[src/rtl/wb_port_arbiter_pkg.sv]
// Shared definitions for the register-file write-port arbiter and its result FIFO.
// Holds the arbiter state encoding and the register-address width.
package wb_port_arbiter_pkg;

   localparam int REG_AW = 5;

   typedef enum logic {
      ST_NORMAL = 1'b0,
      ST_FORCE  = 1'b1
   } arb_state_t;

endpackage

[src/rtl/wb_result_fifo.sv]
// In-order FIFO of {rd, data} pairs holding multicycle-unit results until they win
// the register-file write port. Occupancy is registered so full/empty are glitch-free.
module wb_result_fifo
   import wb_port_arbiter_pkg::*;
#(
   parameter int DATA_WITDH = 32,
   parameter int DEPTH      = 2
) (
   input  logic                       clk,
   input  logic                       rst,
   input  logic                       i_push,
   input  logic [REG_AW-1:0]          i_push_rd,
   input  logic [DATA_WITDH-1:0]      i_push_data,
   input  logic                       i_pop,
   output logic [REG_AW-1:0]          o_head_rd,
   output logic [DATA_WITDH-1:0]      o_head_data,
   output logic                       o_full,
   output logic                       o_empty,
   output logic [$clog2(DEPTH):0]     o_count
);

   localparam int AW = $clog2(DEPTH);
   localparam int CW = AW + 1;
   localparam int EW = REG_AW + DATA_WITDH;

   logic [EW-1:0] r_mem [DEPTH];
   logic [AW-1:0] r_wr_ptr;
   logic [AW-1:0] r_rd_ptr;
   logic [CW-1:0] r_count;
   logic          w_do_push;
   logic          w_do_pop;

   assign o_full      = (r_count == CW'(DEPTH));
   assign o_empty     = (r_count == '0);
   assign o_count     = r_count;
   assign w_do_push   = i_push && !o_full;
   assign w_do_pop    = i_pop && !o_empty;
   assign o_head_rd   = r_mem[r_rd_ptr][EW-1:DATA_WITDH];
   assign o_head_data = r_mem[r_rd_ptr][DATA_WITDH-1:0];

   // NOTE: storage is deliberately not reset; clearing the pointers and count is
   // enough to discard entries, and a reset-free array maps onto plain RAM/flops.
   always_ff @(posedge clk) begin
      if (w_do_push) r_mem[r_wr_ptr] <= {i_push_rd, i_push_data};
   end

   // Power-of-two depth makes the pointers wrap naturally modulo DEPTH.
   always_ff @(posedge clk or posedge rst) begin
      if (rst) begin
         r_wr_ptr <= '0;
         r_rd_ptr <= '0;
         r_count  <= '0;
      end else begin
         if (w_do_push) r_wr_ptr <= r_wr_ptr + 1'b1;
         if (w_do_pop)  r_rd_ptr <= r_rd_ptr + 1'b1;
         case ({w_do_push, w_do_pop})
            2'b10:   r_count <= r_count + 1'b1;
            2'b01:   r_count <= r_count - 1'b1;
            default: r_count <= r_count;
         endcase
      end
   end

endmodule

[src/rtl/wb_port_arbiter.sv]
// Arbitrates the single register-file write port between the in-order pipeline and
// buffered multicycle results, forcing a one-cycle pipeline stall when the buffer starves.
module wb_port_arbiter
   import wb_port_arbiter_pkg::*;
#(
   parameter int DATA_WITDH = 32,
   parameter int DEPTH      = 2,
   parameter int STARVE_MAX = 4
) (
   input  logic                    clk,
   input  logic                    rst,
   input  logic                    pipe_we,
   input  logic [REG_AW-1:0]       pipe_rd,
   input  logic [DATA_WITDH-1:0]   pipe_data,
   input  logic                    mc_valid,
   output logic                    mc_ready,
   input  logic [REG_AW-1:0]       mc_rd,
   input  logic [DATA_WITDH-1:0]   mc_data,
   output logic                    pipe_stall,
   output logic                    reg_wew,
   output logic [REG_AW-1:0]       rdw,
   output logic [DATA_WITDH-1:0]   result,
   output logic [$clog2(DEPTH):0]  buf_count
);

   localparam int SW = $clog2(STARVE_MAX + 1);
   localparam logic [SW-1:0] STARVE_TOP  = SW'(STARVE_MAX);
   localparam logic [SW-1:0] STARVE_LAST = SW'(STARVE_MAX - 1);

   arb_state_t              r_state;
   arb_state_t              w_next_state;
   logic [SW-1:0]           r_starve;
   logic                    r_pipe_stall;
   logic                    r_reg_wew;
   logic [REG_AW-1:0]       r_rdw;
   logic [DATA_WITDH-1:0]   r_result;

   logic                    w_full;
   logic                    w_empty;
   logic                    w_push;
   logic                    w_pop;
   logic                    w_grant_pipe;
   logic                    w_buf_loses;
   logic [REG_AW-1:0]       w_head_rd;
   logic [DATA_WITDH-1:0]   w_head_data;

   // Readiness comes from the registered count only, so a same-cycle pop never frees a slot.
   assign mc_ready = !w_full;
   assign w_push   = mc_valid && mc_ready;

   wb_result_fifo #(
      .DATA_WITDH (DATA_WITDH),
      .DEPTH      (DEPTH)
   ) u_fifo (
      .clk         (clk),
      .rst         (rst),
      .i_push      (w_push),
      .i_push_rd   (mc_rd),
      .i_push_data (mc_data),
      .i_pop       (w_pop),
      .o_head_rd   (w_head_rd),
      .o_head_data (w_head_data),
      .o_full      (w_full),
      .o_empty     (w_empty),
      .o_count     (buf_count)
   );

   always_ff @(posedge clk or posedge rst) begin
      if (rst) r_state <= ST_NORMAL;
      else     r_state <= w_next_state;
   end

   // NOTE: every always_comb output gets a default first so no path infers a latch.
   always_comb begin
      w_next_state = r_state;
      case (r_state)
         ST_NORMAL: if (w_buf_loses && r_starve >= STARVE_LAST) w_next_state = ST_FORCE;
         ST_FORCE:  w_next_state = ST_NORMAL;
         default:   w_next_state = ST_NORMAL;
      endcase
   end

   always_comb begin
      w_grant_pipe = 1'b0;
      w_pop        = 1'b0;
      w_buf_loses  = 1'b0;
      if (r_state == ST_FORCE) begin
         w_pop = !w_empty;
      end else if (pipe_we) begin
         w_grant_pipe = 1'b1;
         w_buf_loses  = !w_empty;
      end else begin
         w_pop = !w_empty;
      end
   end

   always_ff @(posedge clk or posedge rst) begin
      if (rst) begin
         r_starve     <= '0;
         r_pipe_stall <= 1'b0;
         r_reg_wew    <= 1'b0;
         r_rdw        <= '0;
         r_result     <= '0;
      end else begin
         r_pipe_stall <= (w_next_state == ST_FORCE);
         if (w_buf_loses) begin
            if (r_starve != STARVE_TOP) r_starve <= r_starve + 1'b1;
         end else begin
            r_starve <= '0;
         end
         // Register x0 still consumes its grant but never writes.
         if (w_grant_pipe) begin
            r_reg_wew <= (pipe_rd != '0);
            r_rdw     <= pipe_rd;
            r_result  <= pipe_data;
         end else if (w_pop) begin
            r_reg_wew <= (w_head_rd != '0);
            r_rdw     <= w_head_rd;
            r_result  <= w_head_data;
         end else begin
            r_reg_wew <= 1'b0;
         end
      end
   end

   assign pipe_stall = r_pipe_stall;
   assign reg_wew    = r_reg_wew;
   assign rdw        = r_rdw;
   assign result     = r_result;

endmodule
[config.mk]
export PLATFORM = sky130hd
export DESIGN_NAME = wb_port_arbiter
export DESIGN_NICKNAME = d
export VERILOG_FILES = /design/src/rtl/wb_port_arbiter_pkg.sv /design/src/rtl/wb_result_fifo.sv /design/src/rtl/wb_port_arbiter.sv
export SDC_FILE = /design/constraint.sdc
export NUM_CORES = 1
export LEC_CHECK = 0
export CAP_MARGIN = 20
export CORE_MARGIN = 2
export CORE_UTILIZATION = 45
export CTS_BUF_LIST = sky130_fd_sc_hd__clkbuf_8
export CTS_CLUSTER_SIZE = 28
export DETAILED_ROUTE_END_ITERATION = 10
export PLACE_DENSITY = 0.74
export SYNTH_ARGS = -nofsm -noshare
export SYNTH_HDL_FRONTEND = slang
export SYNTH_SLANG_ARGS = --single-unit
export TNS_END_PERCENT = 10
[constraint.sdc]
create_clock -name clk -period 3.2 [get_ports clk]
set_input_delay 0.32 -clock clk [delete_from_list [all_inputs] [get_ports clk]]
set_output_delay 0.32 -clock clk [all_outputs]
set_load 0.02 [all_outputs]
* Word-level counts from Yosys, hierarchy flattened
Memories as Yosys holds them, arrays and structs flattened.
Index checks and enable logic that the tools add are counted.
** Word-level totals
- Register bits :: 46
- Latch bits :: 0
- Memory bits (writable) :: 74
- ROM bits :: 0
- Input port bits :: 78
- Output and inout port bits :: 42
- Word-level logic and storage cells :: 51
- Memories kept :: 1
** Memory list
- u_fifo.r_mem :: words 2, bits a word 37, read ports 1, clocked after Yosys merged registers in 0, write ports 1, line wb_result_fifo.sv:26 : logic [EW-1:0] r_mem [DEPTH];
** Cells by class
- Add/sub/neg operators :: 5
- Multipliers :: 0
- Div/mod/pow operators :: 0
- Magnitude comparators :: 1
- Equal/unequal tests :: 5
- Shift-type cells :: 0
- Muxes and demuxes :: 19
- Bitwise logic cells :: 1
- Reduce and logical (&&, ||, !) cells :: 11
** Operators with widths (number)
- $mux 32 :: 2
- $mux 1 :: 11
- $mux 5 :: 2
- $reduce_bool 5->1 :: 2
- $mux 3 :: 2
- $eq 2x2->1 const B :: 2
- $logic_and 1x1->1 :: 4
- $pmux 2 s2 :: 1
- $reduce_bool 2->1 :: 2
- $add 3x1->3 const B :: 1
- $ge 3x2->1 const B :: 1
- $ne 3x3->1 const B :: 1
- $add 1x1->1 const B :: 2
- $add 2x1->2 const B :: 1
- $eq 2x1->1 const B :: 1
- $logic_not 1->1 :: 2
- $logic_not 2->1 :: 1
- $ne 2x1->1 const B :: 1
- $pmux 1 s2 :: 1
- $sub 2x1->2 const B :: 1
- $not 1->1 :: 1

* Depth between registers and ports, before layout
Gate-level depths: netlist of run 1.
- Depth after elaboration :: 7
- Mapped depth :: 8
- Mapped depth without buffers :: 6

* Hierarchy
A second synthesis of run 1 with hierarchy kept.
** Unflattened totals
- Cells, all modules :: 325
- Area, all modules :: 4944.7 sq um
** By module, submodules not included
- wb_result_fifo :: times used 1, cells an instance 134, area an instance 2952.8 sq um, sequential area each 2322.2 sq um
- wb_port_arbiter :: times used 1, cells an instance 191, area an instance 1991.9 sq um, sequential area each 1051.0 sq um

* Worst setup path after synthesis of run 1
OpenSTA, ideal clock, no wires.
- Path type :: register to register
- Start :: reg u_fifo.r_count[0], in the netlist u_fifo.o_count[0]
- End :: mem u_fifo.r_mem[0][0] in the netlist's numbering (enable)
- Arrival :: 2552 ps
- Required time :: 2769 ps
- Setup slack :: 217 ps
- Stages on the path, launching flop included :: 4
- Buffers on the path :: 0
- Cells stage by stage :: dfrtp_1 > nand2b_1 > nand2_1 > nor2_1
** Between the ends
- Cells in the longest elaborated chain, start to end :: 6
** Ends and longest elaborated chain
- from (decl) :: line wb_result_fifo.sv:29 : logic [CW-1:0] r_count;
- from (signal assigned) :: line wb_result_fifo.sv:57 : 2'b10: r_count <= r_count + 1'b1;
- from (signal assigned) :: line wb_result_fifo.sv:58 : 2'b01: r_count <= r_count - 1'b1;
- from (signal assigned) :: line wb_result_fifo.sv:59 : default: r_count <= r_count;
- $eq 2x2->1 (*) :: line wb_result_fifo.sv:33 : assign o_full = (r_count == CW'(DEPTH));
- $logic_not 1->1 (*) :: line wb_port_arbiter.sv:48 : assign mc_ready = !w_full;
- net mc_ready :: line wb_port_arbiter.sv:16 : output logic mc_ready,
- $logic_and 1x1->1 :: line wb_port_arbiter.sv:49 : assign w_push = mc_valid && mc_ready;
- $logic_and 1x1->1 (*) :: line wb_result_fifo.sv:36 : assign w_do_push = i_push && !o_full;
- $mux 1 (*) :: line wb_result_fifo.sv:44 : if (w_do_push) r_mem[r_wr_ptr] <= {i_push_rd, i_push_data};
- $mux 1 (implied by the code) (*) :: line wb_result_fifo.sv:44
- to (decl) :: line wb_result_fifo.sv:26
The timed path passes the listed nets; every way through them passes the cells marked *.

* Worst setup path after layout of run 1
- Start :: reg u_fifo.r_count[0], in the netlist u_fifo.o_count[0]
- End :: out mc_ready
** Between the ends
- Cells in the longest elaborated chain, start to end :: 2
** Ends and longest elaborated chain (line)
- $eq 2x2->1 :: wb_result_fifo.sv:33
- $logic_not 1->1 :: wb_port_arbiter.sv:48
- to (decl) :: wb_port_arbiter.sv:16
Every way passes these cells.

==> out/metrics.yaml, run 1 <==
outcome:
  outcome: "completed"
layout:
  area_growth_pct: 36.38
  diodes: 0
  final_nets: 531
  drive_gt1_frac: 0.1710
  final_common_cell: "clkdlybuf4s50_1"
  final_cell_mix: "clkdlybuf4s50_1, edfxtp_1, dfrtp_1"
  finish.utilization: 0.6363
routing:
  ant_nets: 0
  wl_per_cell_um: 15.95
  drcViolationCount: 0
  drt_iter0_drc: 104
  vias_per_cell: 5.003
  first_pass_iters: 6
  drt-total-wl_mm: 9.541
  num_vias: 2992
worst_setup_path:
  critPathLaunchType: "flop"
  crit_family: "buffers and inverters"
  crit_type: "reg2out"
  cpMaxStageDelayCell: "clkdlybuf4s50_1"
  rr_worst_depth: 2
  ff2ff_setup_slack_ns: 1.34
  cp_slowest_stage_delay_ns: 0.62
  crit_path_end_kind: "primary output"
  worstPathMaxFanout: 6
  crit_arrival_ns: 1.70
  cp.required_ns: 2.88
  r2r_start: "u_fifo.o_count[0]"
  rr_endpoint: "u_fifo.r_mem[1][13]"
  crit_chain: "nand2b_1 -> clkdlybuf4s50_1"
  crit_buf_inv: 1
clock_tree:
  cts_max_level: 4
  hold_buffers: 0
  cts_setup_buffers: 0
  path_clk_slew_ns: 0.07
  clockRootBuffer: "clkbuf_8"
  clockBufferDepth: 2
  clock_latency_ns: 0.41
  cts_sinks: 120
  cts_resized: 0
  cts_tree: "done"
  numCtsBuffers: 17
sta:
  finalCriticalPeriod_ns: 2.022
  setup_tns_ns: 0
  setup_viol: 0
  skew_ns: 0.008744
  final-hold-violation-count: 0
  slew_viol_final: 0
  min_period_over_period: 0.6318
  clock.fmax_mhz: 494.6
  tightestPinTransition_ns: 0.8843
  relSlewSlack: 0.4105
  rsz0062_at_grt: "false"
floorplan:
  io_pins: 120
  die_w_um: 107.7
  core-area_sq_mm: 0.01037
  fp-row-count: 37
  die_h_um: 107.7
  start_util: 0.4666
  die_area_sq_mm: 0.01160
synthesis:
  synth_compound_area_frac: 0.04732
  synthDistinctLibCells: 28
  synth.area.top_cells: "edfxtp_1, dfrtp_1, mux2_2"
  netlist_area_sq_mm: 0.004838
  synthAdderAreaFrac: 0.01034
  synth_xor_area_frac: 0.01086
  synthSimpleGateAreaFrac: 0.04836
  synth.area.mux_share: 0.1627
  synth.largest_area_cell: "edfxtp_1"
  synth_top_family_by_area: "multiplexers"
  syn-num-nets: 405
  synth_top_area_share: 0.4593
  ys.warnings.count: 0
  syn_avg_cell_area_sq_um: 14.98
  syn_inst: 323
  ys_ff_latch: 120
  ys_seq_area_frac: 0.6972
placed_design:
  port_buffers: 119
  dp_hpwl_mm: 6.294
  gp_congestion: 0.7408
global_routing:
  grt_max_degree: 78
  grt_use_total: 0.1739
  grt_pass1_vias: 3162
  grt-ovfl-total: 0
  grt_pass1_wl_mm: 15.13
  antenna_found_initial: 0
min_path:
  min_path_type: "in2async"
power:
  ir_drop_v: 0.0008464
  leakagePower_nw: 2.469
  p_per_area_mw_per_mm2: 877.1
run:
  drv_cap: 0
## Yosys cell counts
cell	number
nor3_1	2
nand2_1	40
and3_1	1
buf_2	6
or4b_1	1
mux2_2	35
xor2_1	2
a21oi_1	2
inv_1	4
clkbuf_1	6
buf_6	2
nor2b_1	1
dfrtp_1	46
o21ai_0	28
nor2_2	1
mux2_1	2
xnor2_1	4
o41ai_2	1
nand3_1	1
mux2i_1	37
nand2b_1	1
o21ai_1	11
ha_1	4
edfxtp_1	74
a211oi_1	1
buf_4	3
or4_1	2
nor2_1	5
## cell families (layout without fill, tap and decap cells)
logic type,after synthesis,after routing
buffers and inverters,21,160
and+or+nand+nor,55,55
AOI/OAI and AO/OA,43,43
DFF,120,120
xor gates and xnor gates,6,6
adders and majority gates,4,4
muxes,74,74
## worst register-to-register path: stages, from the launching register on
cell and delay [ns]:
dfrtp_1 0.48, nand2b_1 0.20, and3_2 0.79
## worst max path at each step
| stage | from | to | slack (ns) | depth (start not counted) |
|---|---|---|---|---|
| 2_1_floorplan | u_fifo.o_count[0] | u_fifo.r_mem[0][0] | 0.22 | 3 |
| 3_3_place_gp | mc_valid | u_fifo.r_mem[1][2] | 1.19 | 2 |
| 3_5_place_dp | mc_valid | u_fifo.r_mem[1][11] | 1.18 | 2 |
| 4_1_cts | u_fifo.o_count[0] | mc_ready | 1.14 | 2 |
| 5_1_grt | u_fifo.o_count[0] | mc_ready | 1.06 | 2 |
| 6_report | u_fifo.o_count[0] | mc_ready | 1.18 | 2 |
## metrics by stage
stage | hold WS [ns] | instance area, sq um | std cells | total power (W) | setup WS [ns]
floorplan | 0.4189 | 4838 | 323 | 0.003693 | 0.2167
detailed placement | 0.5345 | 6167 | 565 | 0.004485 | 1.181
global placement | 0.5339 | 6167 | 565 | 0.004427 | 1.194
CTS | 0.4252 | 6579 | 597 | 0.005866 | 1.143
finish | 0.2482 | 6599 | 598 | 0.005788 | 1.178
global route | 0.2714 | 6599 | 598 | 0.006130 | 1.061
## cell type report
type	instances	area, sq um
fillers	789	3771
flip-flops and latches	120	3374
multi-input cells	182	1374
repair buffers	124	1254
clock buffers	17	234.0
clock inverters	15	177.7
well taps	136	170.2
inverters	4	15.01
## flip-flops by register name, summed over array words and instances (netlist names)
register,cells
u_fifo.r_mem,74
reg_wew,1
u_fifo.o_count,2
pipe_stall,1
u_fifo.r_wr_ptr,1
u_fifo.r_rd_ptr,1
r_starve,3
result,32
rdw,5
## power breakdown
part	switching, W	internal [W]
logic	0.00100	0.00102
clock network	0.000594	0.000773
registers	0.000257	0.00214
## metal layers
layer	up-vias	wire, um	track usage
met3	10	341	0.04116
met4	0	131	0.07326
met5	-	0	0
met1	1474	4020	0.2061
li1	1431	-	-
met2	77	5046	0.3023
Note: power is estimated with default switching activity, not from simulation.
==> run 2: changes to the inputs <==
==> constraint.sdc (replaced) <==
create_clock -name clk -period 2.1 [get_ports clk]
set_input_delay 0.21 -clock clk [delete_from_list [all_inputs] [get_ports clk]]
set_output_delay 0.21 -clock clk [all_outputs]
set_load 0.02 [all_outputs]
==> out/metrics.yaml, run 2 (same netlist as run 1, synthesis figures left out) <==
placed_design:
  place_area_sq_mm: 0.006230  # +1.0%
  port_buffers: 119  # unchanged
  dp_cells: 570  # +0.88%
  dp_hpwl_mm: 6.800  # +8.0%
  gp_congestion: 0.7671  # +3.6%
layout:
  nFillCells: 822  # +4.2%
  area_growth_pct: 37.45
  drive_gt1_frac: 0.1699  # -0.001103
  final_nets: 535  # +0.75%
  design_area_sq_mm: 0.006650  # +0.78%
  fin_cells: 601  # +0.50%
  regMostFlops: "u_fifo.r_mem"
  final_cell_mix: "clkdlybuf4s50_1, edfxtp_1, dfrtp_1"
  final_common_cell: "clkdlybuf4s50_1"
  finish.utilization: 0.6413  # +0.004947
  largest_reg_flops: 74  # unchanged
  diodes: 0  # unchanged
clock_tree:
  cts_setup_buffers: 0  # unchanged
  clockBufferDepth: 2  # unchanged
  cts_tree: "done"
  numCtsBuffers: 17  # unchanged
  path_clk_slew_ns: 0.07  # about the same
  cts_max_level: 4  # unchanged
  clock_latency_ns: 0.41  # about the same
  cts_resized: 0  # unchanged
  hold_buffers: 0  # unchanged
  clockRootBuffer: "clkbuf_8"
  cts_sinks: 120  # unchanged
global_routing:
  grt_use_total: 0.1838  # +0.009927
  antenna_found_initial: 0  # unchanged
  grt_max_degree: 78  # unchanged
  grt_pass1_vias: 3260  # +3.1%
  grt_pass1_wl_mm: 15.90  # +5.1%
  grt-ovfl-total: 0  # unchanged
routing:
  routedLengthMet1_mm: 4.097  # +1.9%
  wl_per_cell_um: 16.61  # +4.1%
  drcViolationCount: 0  # unchanged
  num_vias: 2979  # -0.43%
  wl_met2_mm: 5.249  # +4.0%
  vias_per_cell: 4.957  # -0.93%
  ant_nets: 0  # unchanged
  drt_iter0_drc: 109  # +4.8%
  wl_met3_um: 538  # +58%
  drt-total-wl_mm: 9.983  # +4.6%
  first_pass_iters: 4  # -2
  top_layer_used: "met4"
worst_setup_path:
  cpMaxStageDelayCell: "clkdlybuf4s50_1"
  crit_buf_inv: 1  # unchanged
  crit_type: "reg2out"
  critPathLaunchType: "flop"
  cp.required_ns: 1.89  # -0.99 ns
  cp_slowest_stage_delay_ns: 0.61  # about the same
  crit_chain: "nand2b_1 -> clkdlybuf4s50_1"
  crit_path_end_kind: "primary output"
  worstPathMaxFanout: 6  # unchanged
  crit_family: "buffers and inverters"
  crit_arrival_ns: 1.69  # about the same
power:
  clockPowerShare: 0.241  # +0.005
  p_per_area_mw_per_mm2: 1353  # +54%
  internal_power_w: 0.006194  # +58%
  leakagePower_nw: 2.508  # +1.6%
  sw_frac_of_total: 0.3114  # -0.009302
  pwr-share-comb: 0.360  # +0.010
  p_switching_w: 0.002801  # +51%
  p_seq_frac: 0.399  # -0.015
  ir_drop_v: 0.0008635  # +2.0%
run:
  drv_cap: 0  # unchanged
sta:
  tightestPinTransition_ns: 0.5224  # -0.3619 ns
  clock.fmax_mhz: 525.5
  setup_viol: 0  # unchanged
  min_period_over_period: 0.9061
  relSlewSlack: 0.6512  # +0.2407
  slew_viol_final: 0  # unchanged
  setup_tns_ns: 0  # unchanged
  rsz0062_at_grt: "false"
  final-hold-violation-count: 0  # unchanged
  skew_ns: 0.009838  # +0.001094 ns
  finalCriticalPeriod_ns: 1.903
  holdWs_ns: 0.1582  # -0.08995 ns
floorplan:
  core-area_sq_mm: 0.01037  # unchanged
  die_h_um: 107.7  # unchanged
  io_pins: 120  # unchanged
  die_area_sq_mm: 0.01160  # unchanged
  start_util: 0.4666  # unchanged
  fp-row-count: 37  # unchanged
  die_w_um: 107.7  # unchanged
min_path:
  min_path_type: "in2async"
outcome:
  outcome: "completed"
run 2: cell count changes in the layout (fill, tap and decap cells not counted), moves of 2 or more:
cell / previous run / this run
inv_1: 3 / 5
clkbuf_8: 17 / 19
inv_6: 2 / 0
clkinv_4: 4 / 0
buf_4: 3 / 6
run 2: worst paths after layout:
check                                  start  depth (start not counted)  slack, ns                   to
min in group clk               pipe_data[29]                          3       0.35           result[29]
max                        u_fifo.o_count[0]                          2       0.20             mc_ready
min                                      rst                          2       0.16            result[8]
max reg2reg                u_fifo.o_count[0]                          4       0.49  u_fifo.r_mem[0][10]
min reg2reg                  u_fifo.r_wr_ptr                          1       0.55      u_fifo.r_wr_ptr
max in group asynchronous                rst                          3       1.39      u_fifo.r_rd_ptr
run 2: power by group through the flow:
stage / Sequential [W] / Combinational [W] / Clock (W)
after floorplan: 0.00395 / 0.00168 / 0
after global placement: 0.00360 / 0.00322 / 0
after detailed placement: 0.00364 / 0.00328 / 0
after CTS: 0.00360 / 0.00329 / 0.00222
after global routing: 0.00367 / 0.00353 / 0.00233
final: 0.00359 / 0.00324 / 0.00217
run 2: area by class of cell:
cell class              instances  area (sq um)  share of cell area
flip-flops and latches        120          3374              0.5074
multi-input cells             182          1374              0.2066
repair buffers                128          1296              0.1949
clock buffers                  19         261.5             0.03932
well taps                     136         170.2             0.02559
clock inverters                12         158.9             0.02389
inverters                       4         15.01            0.002258
run 2: metal layers:
metal | GRT usage | vias to the layer above
li1 | - | 1438
met1 | 0.2153 | 1454
met2 | 0.3221 | 81
met3 | 0.05690 | 6
met4 | 0.05769 | 0
met5 | 0 | -
run 2: metrics by stage:
stage	total power [W]	worst slack, ns
CTS	0.009111	0.1586
global placement	0.006813	0.4565
global route	0.009522	0.08501
finish	0.008995	0.1972
floorplan	0.005631	-0.1238
detailed placement	0.006919	0.4000
==> run 3: changes to the inputs <==
--- a/config.mk
+++ b/config.mk
@@ -6,12 +6,14 @@
 export NUM_CORES = 1
 export LEC_CHECK = 0
 export CAP_MARGIN = 20
+export CELL_PAD_IN_SITES_DETAIL_PLACEMENT = 1
+export CELL_PAD_IN_SITES_GLOBAL_PLACEMENT = 2
 export CORE_MARGIN = 2
-export CORE_UTILIZATION = 45
+export CORE_UTILIZATION = 35
 export CTS_BUF_LIST = sky130_fd_sc_hd__clkbuf_8
 export CTS_CLUSTER_SIZE = 28
 export DETAILED_ROUTE_END_ITERATION = 10
-export PLACE_DENSITY = 0.74
+export PLACE_DENSITY_LB_ADDON = 0.1
 export SYNTH_ARGS = -nofsm -noshare
 export SYNTH_HDL_FRONTEND = slang
 export SYNTH_SLANG_ARGS = --single-unit
==> out/metrics.yaml, run 3 (same netlist as run 1, synthesis figures left out) <==
layout:
  design_area_sq_mm: 0.006685  # +0.53%
  final_nets: 535  # unchanged
  diodes: 0  # unchanged
  seqCellArea_sq_mm: 0.003374  # unchanged
  drive_gt1_frac: 0.1609  # -0.008948
  largest_reg_flops: 74  # unchanged
  fin_cells: 642  # +6.8%
  regMostFlops: "u_fifo.r_mem"
  final_common_cell: "clkdlybuf4s50_1"
  area_growth_pct: 38.17
  final_cell_mix: "clkdlybuf4s50_1, edfxtp_1, dfrtp_1"
  nFillCells: 1380  # +68%
  multi_input_area_sq_mm: 0.001374  # unchanged
routing:
  ant_nets: 0  # unchanged
  drt_iter0_drc: 80  # -27%
  drcViolationCount: 0  # unchanged
  drt-total-wl_mm: 11.35  # +14%
  vias_per_cell: 4.701  # -5.2%
  num_vias: 3018  # +1.3%
  first_pass_iters: 4  # unchanged
  wl_per_cell_um: 17.67  # +6.4%
placed_design:
  place_area_sq_mm: 0.006292  # +1.0%
  port_buffers: 119  # unchanged
  dp_hpwl_mm: 7.560  # +11%
  gp_congestion: 0.6595  # -14%
  dp_cells: 610  # +7.0%
  place_ws_ns: 0.4145  # +0.01458 ns
clock_tree:
  path_clk_slew_ns: 0.07  # about the same
  clock_latency_ns: 0.43  # +0.02 ns
  cts_max_level: 4  # unchanged
  cts_setup_buffers: 0  # unchanged
  clockBufferDepth: 2  # unchanged
  clockRootBuffer: "clkbuf_8"
  cts_resized: 0  # unchanged
  hold_buffers: 0  # unchanged
  cts_sinks: 120  # unchanged
  numCtsBuffers: 17  # unchanged
  cts_tree: "done"
sta:
  setup_ws_ns: 0.1545  # -0.04264 ns
  rsz0062_at_grt: "false"
  clock.fmax_mhz: 514.0  # -2.2%
  tightestPinTransition_ns: 0.4542  # -0.06824 ns
  setup_viol: 0  # unchanged
  finalCriticalPeriod_ns: 1.945  # +0.04264 ns
  min_period_over_period: 0.9264  # +0.02031
  final-hold-violation-count: 0  # unchanged
  skew_ns: 0.01023  # +0.0003890 ns
  relSlewSlack: 0.6940  # +0.04280
  slew_viol_final: 0  # unchanged
global_routing:
  grt_pass1_wl_mm: 17.80  # +12%
  antenna_found_initial: 0  # unchanged
  grt_pass1_vias: 3373  # +3.5%
  grt-ovfl-total: 0  # unchanged
  grt_use_total: 0.1629  # -0.02089
  grt_max_degree: 78  # unchanged
power:
  total_power_w: 0.008951  # -0.48%
  leakagePower_nw: 2.515  # +0.28%
  ir_drop_v: 0.0004865  # -44%
  p_per_area_mw_per_mm2: 1339  # -1.0%
outcome:
  outcome: "completed"
floorplan:
  io_pins: 120  # unchanged
  core-area_sq_mm: 0.01335  # +29%
  die_h_um: 121.6  # +13%
  die_area_sq_mm: 0.01478  # +27%
  die_w_um: 121.6  # +13%
  start_util: 0.3625  # -0.1041
  fp-row-count: 42  # +14%
worst_setup_path:
  crit_arrival_ns: 1.74  # +0.05 ns
  crit_type: "reg2out"
  crit_chain: "nand2b_1 -> clkdlybuf4s50_1"
  crit_family: "buffers and inverters"
  crit_path_end_kind: "primary output"
  crit_buf_inv: 1  # unchanged
  worstPathMaxFanout: 6  # unchanged
  cp_slowest_stage_delay_ns: 0.62  # about the same
  cpMaxStageDelayCell: "clkdlybuf4s50_1"
  critPathLaunchType: "flop"
  cp.required_ns: 1.89  # about the same
min_path:
  min_path_type: "in2async"
run:
  drv_cap: 0  # unchanged
[run 3: path summary, 6_finish.rpt]
| path | start | to | slack, ns | depth (start not counted) |
|---|---|---|---|---|
| hold reg to reg | rdw[0] | rdw[0] | 0.56 | 2 |
| hold / removal | rst | result[18] | 0.09 | 2 |
| setup reg to reg | u_fifo.r_rd_ptr | result[1] | 0.52 | 4 |
| setup / recovery | u_fifo.o_count[0] | mc_ready | 0.15 | 2 |
| min in group clk | pipe_data[31] | result[31] | 0.33 | 3 |
| max in group asynchronous | rst | result[8] | 1.34 | 3 |
[run 3: report_power, final]
| part | internal [W] | switching, W |
|---|---|---|
| logic | 0.00164 | 0.00163 |
| clock network | 0.00118 | 0.000841 |
| registers | 0.00326 | 0.000402 |
| total | 0.00608 | 0.00287 |
[run 3: cell type report]
class	instances	share of cell area
clock buffer	22	0.04529
clock inverter	10	0.01348
inverter	4	0.002246
multi-input combinational	182	0.2055
sequential	120	0.5048
tap	176	0.03294
timing repair buffer	128	0.1958
[run 3: worst reg2reg max path, delay by kind of cell, from the launching register on]
kind,cells,cell delay (ns)
flip-flops,1,0.58
multiplexers,2,0.50
buffers and inverters,1,0.29
AO/OA/AOI/OAI,1,0.09
[run 3: stage by stage]
stage	hold slack, ns	utilization	TNS (ns)
global route	0.1006	0.5008	0
CTS	0.07764	0.5008	0
floorplan	0.3089	-	-4.580
detailed placement	0.5393	0.4714	0
global placement	0.5295	0.4714	0
finish	0.09225	0.5008	0
[run 3: routing by layer]
layer  vias to the layer above  share of wire  GRT usage
met5                         -              0          0
met4                         0          0.016    0.06681
met3                        16          0.058    0.05103
met2                        86           0.49     0.2647
met1                      1478           0.44     0.2028
li1                       1438              -          -
